--- src/rtl/instruction_sequencer.sv ---
// Issues one instruction at a time to the control decoder and walks a one-hot
// timestep vector T until the decoder reports done or the step budget runs out.
module instruction_sequencer #(
    parameter int STEPS = 5
) (
    input  logic             clock,
    input  logic             reset,
    input  logic             instr_valid,
    input  logic [11:0]      instr,
    input  logic             done,
    input  logic             clear_fault,
    output logic             instr_ready,
    output logic [STEPS-1:0] T,
    output logic [2:0]       opcode,
    output logic [2:0]       p1,
    output logic [2:0]       p2,
    output logic [2:0]       p3,
    output logic             busy,
    output logic             fault,
    output logic [7:0]       retired,
    output logic [1:0]       dbg_state_o
);

    // Handshake: an instruction transfers on an edge where instr_valid and
    // instr_ready are both high; instr_ready is high only in IDLE, so the
    // source must hold instr stable until that edge.

    typedef enum logic [1:0] {
        S_IDLE   = 2'd0,
        S_EXEC   = 2'd1,
        S_RETIRE = 2'd2
    } state_e;

    state_e           state_q, state_d;
    logic [STEPS-1:0] t_q, t_d;
    logic [2:0]       opcode_q, opcode_d;
    logic [2:0]       p1_q, p1_d;
    logic [2:0]       p2_q, p2_d;
    logic [2:0]       p3_q, p3_d;
    logic             fault_q, fault_d;
    logic [7:0]       retired_q, retired_d;

    always_ff @(posedge clock or negedge reset) begin
        if (!reset) begin
            state_q   <= S_IDLE;
            t_q       <= '0;
            opcode_q  <= '0;
            p1_q      <= '0;
            p2_q      <= '0;
            p3_q      <= '0;
            fault_q   <= 1'b0;
            retired_q <= '0;
        end else begin
            state_q   <= state_d;
            t_q       <= t_d;
            opcode_q  <= opcode_d;
            p1_q      <= p1_d;
            p2_q      <= p2_d;
            p3_q      <= p3_d;
            fault_q   <= fault_d;
            retired_q <= retired_d;
        end
    end

    always_comb begin
        state_d   = state_q;
        t_d       = t_q;
        opcode_d  = opcode_q;
        p1_d      = p1_q;
        p2_d      = p2_q;
        p3_d      = p3_q;
        retired_d = retired_q;
        // A timeout below overrides this clear on the same edge.
        fault_d   = clear_fault ? 1'b0 : fault_q;

        unique case (state_q)
            S_IDLE: begin
                if (instr_valid) begin
                    opcode_d = instr[11:9];
                    p1_d     = instr[8:6];
                    p2_d     = instr[5:3];
                    p3_d     = instr[2:0];
                    t_d      = STEPS'(1);
                    state_d  = S_EXEC;
                end
            end
            S_EXEC: begin
                if (done) begin
                    t_d       = '0;
                    retired_d = retired_q + 8'd1;
                    state_d   = S_RETIRE;
                end else if (t_q[STEPS-1]) begin
                    t_d     = '0;
                    fault_d = 1'b1;
                    state_d = S_RETIRE;
                end else begin
                    t_d = t_q << 1;
                end
            end
            S_RETIRE: begin
                state_d = S_IDLE;
            end
            default: begin
                state_d = S_IDLE;
                t_d     = '0;
            end
        endcase
    end

    assign instr_ready = (state_q == S_IDLE);
    assign busy        = (state_q == S_EXEC) || (state_q == S_RETIRE);
    assign T           = t_q;
    assign opcode      = opcode_q;
    assign p1          = p1_q;
    assign p2          = p2_q;
    assign p3          = p3_q;
    assign fault       = fault_q;
    assign retired     = retired_q;
    assign dbg_state_o = state_q;

endmodule
--- config.mk ---
export PLATFORM = sky130hd
export DESIGN_NAME = instruction_sequencer
export DESIGN_NICKNAME = d
export VERILOG_FILES = /design/src/rtl/instruction_sequencer.sv
export SDC_FILE = /design/constraint.sdc
export NUM_CORES = 1
export LEC_CHECK = 0
export CORE_ASPECT_RATIO = 1.25
export CORE_UTILIZATION = 43
export DETAILED_ROUTE_END_ITERATION = 16
export HOLD_SLACK_MARGIN = 0.08
export PLACE_DENSITY_LB_ADDON = 0.2
export SLEW_MARGIN = 10
export SYNTH_ARGS = -nofsm -noshare
export SYNTH_HDL_FRONTEND = slang
export SYNTH_SLANG_ARGS = --single-unit
--- constraint.sdc ---
create_clock -name clock -period 2.1 [get_ports clock]
set_input_delay 0.63 -clock clock [delete_from_list [all_inputs] [get_ports clock]]
set_output_delay 0.63 -clock clock [all_outputs]
set_load 0.02 [all_outputs]
# Yosys cells after proc, flatten, opt, wreduce, memory -nomap -nowiden
# Index checks and enable logic that the tools add are counted.
# W data, S select, Z words.
[word_totals]
ff_bits = 28
latch_bits = 0
ram_bits = 0
rom_bits = 0
inputBits = 17
out_inout_bits = 30
wordCells = 32
mem_count = 0
[op_classes]
addsub = 1
n_mul = 0
div = 0
order_cmp = 0
n_eq_ne = 4
n_shift = 0
n_mux = 12
n_bitwise = 1
reduce_logical = 6
[ops]
columns = ["cell", "n"]
rows = [
  ["$mux W5", 3],
  ["$pmux W5 S3", 1],
  ["$add A8 B1 Y8 const B", 1],
  ["$reduce_and A2 Y1", 4],
  ["$mux W2", 3],
  ["$mux W1", 4],
  ["$pmux W2 S2", 1],
  ["$ne A3 B3 Y1 const B", 1],
  ["$eq A2 B1 Y1 const B", 1],
  ["$eq A2 B2 Y1 const B", 1],
  ["$logic_not A2 Y1", 1],
  ["$ne A2 B2 Y1 const B", 1],
  ["$logic_or A1 B1 Y1", 1],
  ["$not A1 Y1", 1],
]

# Depth between registers and ports, before layout
[depth]
ltp_word = 4
ltp_mapped = 6
ltp_nobuf = 5

# Worst setup path after synthesis
# No wires, ideal clock.
[synth_path]
kind = "register -> register"
start = "register state_q[0] (netlist: dbg_state_o[0])"
end = "register t_q[0] (netlist: T[0])"
setup_ns = 0.125
arrival_ns = 1.560
t_required_ns = 1.975
setup_slack_ns = 0.415
path_stages_with_launch = 7
path_buffers = 1
period_less_slack_ns = 1.685
path_cell_list = "dfrtp_1 -> inv_1 -> ha_1 -> nor2b_4 -> or2_1 -> buf_6 -> mux2_4"
[synth_between]
elab_chain_cells = 3
elab_cells_between_ends = 7
classes_between = "eq/ne (3); mux (1); bitwise (1); reduce/logical (2)"
[synth_rtl]
columns = ["item", "line_no", "text"]
rows = [
  ["from (decl)", "34", "state_e state_q, state_d;"],
  ["from (signal assigned)", "54", "state_q <= state_d;"],
  ["$logic_not A2 Y1 / $eq A2 B2 Y1 (equally long branches)", "76", "unique case (state_q)"],
  ["$ne A2 B2 Y1 (no source line) / $not A1 Y1 (equally long branches)", "n/a", ""],
  ["$reduce_and A2 Y1 (no source line)", "n/a", ""],
  ["to (signal assigned)", "55", "t_q <= t_d;"],
  ["to (decl)", "35", "logic [STEPS-1:0] t_q, t_d;"],
]
# Several ways; a longest one is shown, not always the timed one.
# A chain may end at the register's enable or synchronous reset.

# Worst setup path after layout
[layout_path]
start = "register state_q[0] (netlist: dbg_state_o[0])"
end = "output dbg_state_o[0]"
[layout_lines]
columns = ["item", "line_no", "text"]
rows = [
  ["to (decl)", "21", "output logic [1:0] dbg_state_o"],
]
# No word-level cell between the ends.

==> metrics.txt <==
status complete, no violations; Starting DRT DRC Count 12; drt wl/cell 13.2 µm; Yosys warnings 0; required time worst endpoint 1.47 ns; HPWL after detailed placement 1.78 mm; commonest non-fill, non-tap cell in the layout clkdlybuf4s50_1; CTS root buf clkbuf_4; Hold Crit Depth 1; CP peak stage delay 0.59 ns; die width 49.6 µm; clock sinks 28; Final Non-Filler Cells 179; IO buf count 46; FMAX 0.493 GHz; Num CTS Buffers 3; total gr overflow 0; flops & latches, synth 28; max-cap violations 0; drt first pass iters 3; via/cell ratio 4.88; Final Slew Violations 0; Area growth, synth to finish 45.3%; gpl congestion 0.684; Final Hold Vio Count 0; Clock Latency Late Sink 0.32 ns; P_leak 0.000769 µW; RR Endpoint T[0]; top cell type's share of synthesized area 0.575; largest area contributor in the netlist dfrtp_1; floorplan die height 61.5 µm; hold buffers post-CTS 0; hold path start retired[7]; Remaining DRCs 0; critical path type reg -> out; Syn Area/Cell 13.0 µm²; CP Max Fanout 4; peak supply drop 0.00102 V; num ports 47; CTS tree done; Core Region 2680 µm²; most area-consuming cells after synthesis dfrtp_1, mux2_2, ha_1, xnor2_1, o31ai_1; sequential element share of the synthesized area 0.575; row count 21; commonest cells after routing, fill and taps aside clkdlybuf4s50_1, dfrtp_1, mux2_2; Reg-to-Reg Start dbg_state_o[1]; crit start category flip-flop; CP Capture Type output pin; share of cells above drive strength 1 0.179; Slowest-stage cell, CP clkdlybuf4s50_1; total chip power 2480 µW; DRT antenna net count 0; cell area power density 1400 nW/µm²; fin nets 169; synthesized net count 117; initial core utilization 0.455; initial antenna violation count 0; Arrival @ worst endpoint 1.40 ns; vias in the first global route 836; # Post-CTS Setup Buffers 0; Final Critical Period 2.03 ns; first-pass GRT wire length 3.82 mm; Synth Cell Area 1220 µm²; Max Root-Sink Buffers 2; Total Wirelength 2.36 mm; gr usage total 0.167; dpl cells 175; worst-case reg-to-reg path depth 5; Worst Tran Pin Value 0.389 ns; Synth cell types 24; relative slew slack 0.739; final cycle utilization of the critical path 0.965; ANT cells 0; setup tns final 0 ns; flop2flop setup slack 0.51 ns; Worst Hold End retired[7]; CTS clk-pin slew, worst paths 0.14 ns; largest net degree at the start of global routing 29; detailed-route via count 874; crit-path cells buf_4, clkdlybuf4s50_1; die area 3050 µm²; final hold slack 0.475 ns; clock skew 0.00426 ns; synthesized instance count 94; htree depth 1; Final setup viols 0; RSZ-0062 raised after global routing false; HP Class reg -> reg
==> cells by family after synthesis <==
logic type	count (synthesis)	synth area share
flip-flops	28	0.575
multiplexers	15	0.142
AO/OA/AOI/OAI	13	0.0667
buffers and inverters	9	0.0349
XOR/XNOR	7	0.0503
adder cells (fa/ha/maj)	6	0.0616
AND/OR/NAND/NOR	16	0.0698
==> layout make-up <==
cell class / instances / area [µm²]
multi-input cells: 57 / 475
flip-flops and latches: 28 / 701
fillers: 216 / 910
inverters: 7 / 26.3
clock buffers: 3 / 22.5
clock inverters: 1 / 30.0
repair buffers: 49 / 473
well taps: 34 / 42.5
==> synthesized netlist by cell type <==
cell,n
o21a_1,1
nand4_1,1
or2_1,1
mux2_4,1
o22ai_1,1
nand3_1,1
ha_1,6
xnor2_1,5
o31ai_1,4
xor2_1,2
a21oi_1,1
mux2_2,14
buf_6,1
and4_1,1
nand2_1,7
inv_1,7
and3_1,1
dfrtp_1,28
nor2b_4,1
buf_2,1
o21ai_0,5
nor2_1,2
nor3_1,1
o211ai_1,1
==> worst max-delay path: cells and delay by family, from the launching register on <==
kind / cells / cell delay, ns
buf+inv: 2 / 0.71
flops: 1 / 0.37
==> power by group <==
group          internal, µW  total (µW)  switching (µW)
sequential              734         864             130
clock                   193         340             147
combinational           660        1270             614
total                  1590        2480             891
==> through the flow <==
stage               instance area [µm²]  setup slack, ns  utilization
floorplan                          1220            0.415            -
global placement                   1730            0.142        0.645
detailed placement                 1730           0.0928        0.645
CTS                                1780           0.0453        0.664
global route                       1770          0.00452        0.661
finish                             1770           0.0730        0.661
==> worst max path at each step <==
stage	from	to	slack [ns]	depth (start not counted)
3_5_place_dp	dbg_state_o[1]	instr_ready	0.09	3
4_1_cts	dbg_state_o[1]	busy	0.05	3
2_1_floorplan	dbg_state_o[0]	T[0]	0.41	6
3_3_place_gp	dbg_state_o[1]	instr_ready	0.14	3
5_1_grt	retired[2]	retired[2]	0.005	1
6_report	dbg_state_o[0]	dbg_state_o[0]	0.07	2
==> what timing repair did <==
action,in CTS,in global routing
pin swaps,0,0
setup endpoints to repair,2,2
gates resized for setup,4,3
==> layer usage <==
metal / wire length [µm] / track usage / vias up
met1: 993 / 0.193 / 423
met4: 14 / 0.0612 / 0
met5: 0 / 0 / -
met2: 1240 / 0.311 / 27
met3: 111 / 0.0321 / 2
li1: - / - / 422
==> state kept, by name (all words and copies together), names as in the netlist <==
signal / count
retired: 8
T: 5
opcode: 3
p1: 3
p2: 3
p3: 3
dbg_state_o: 2
fault: 1
(Power assumes the default switching activity.)
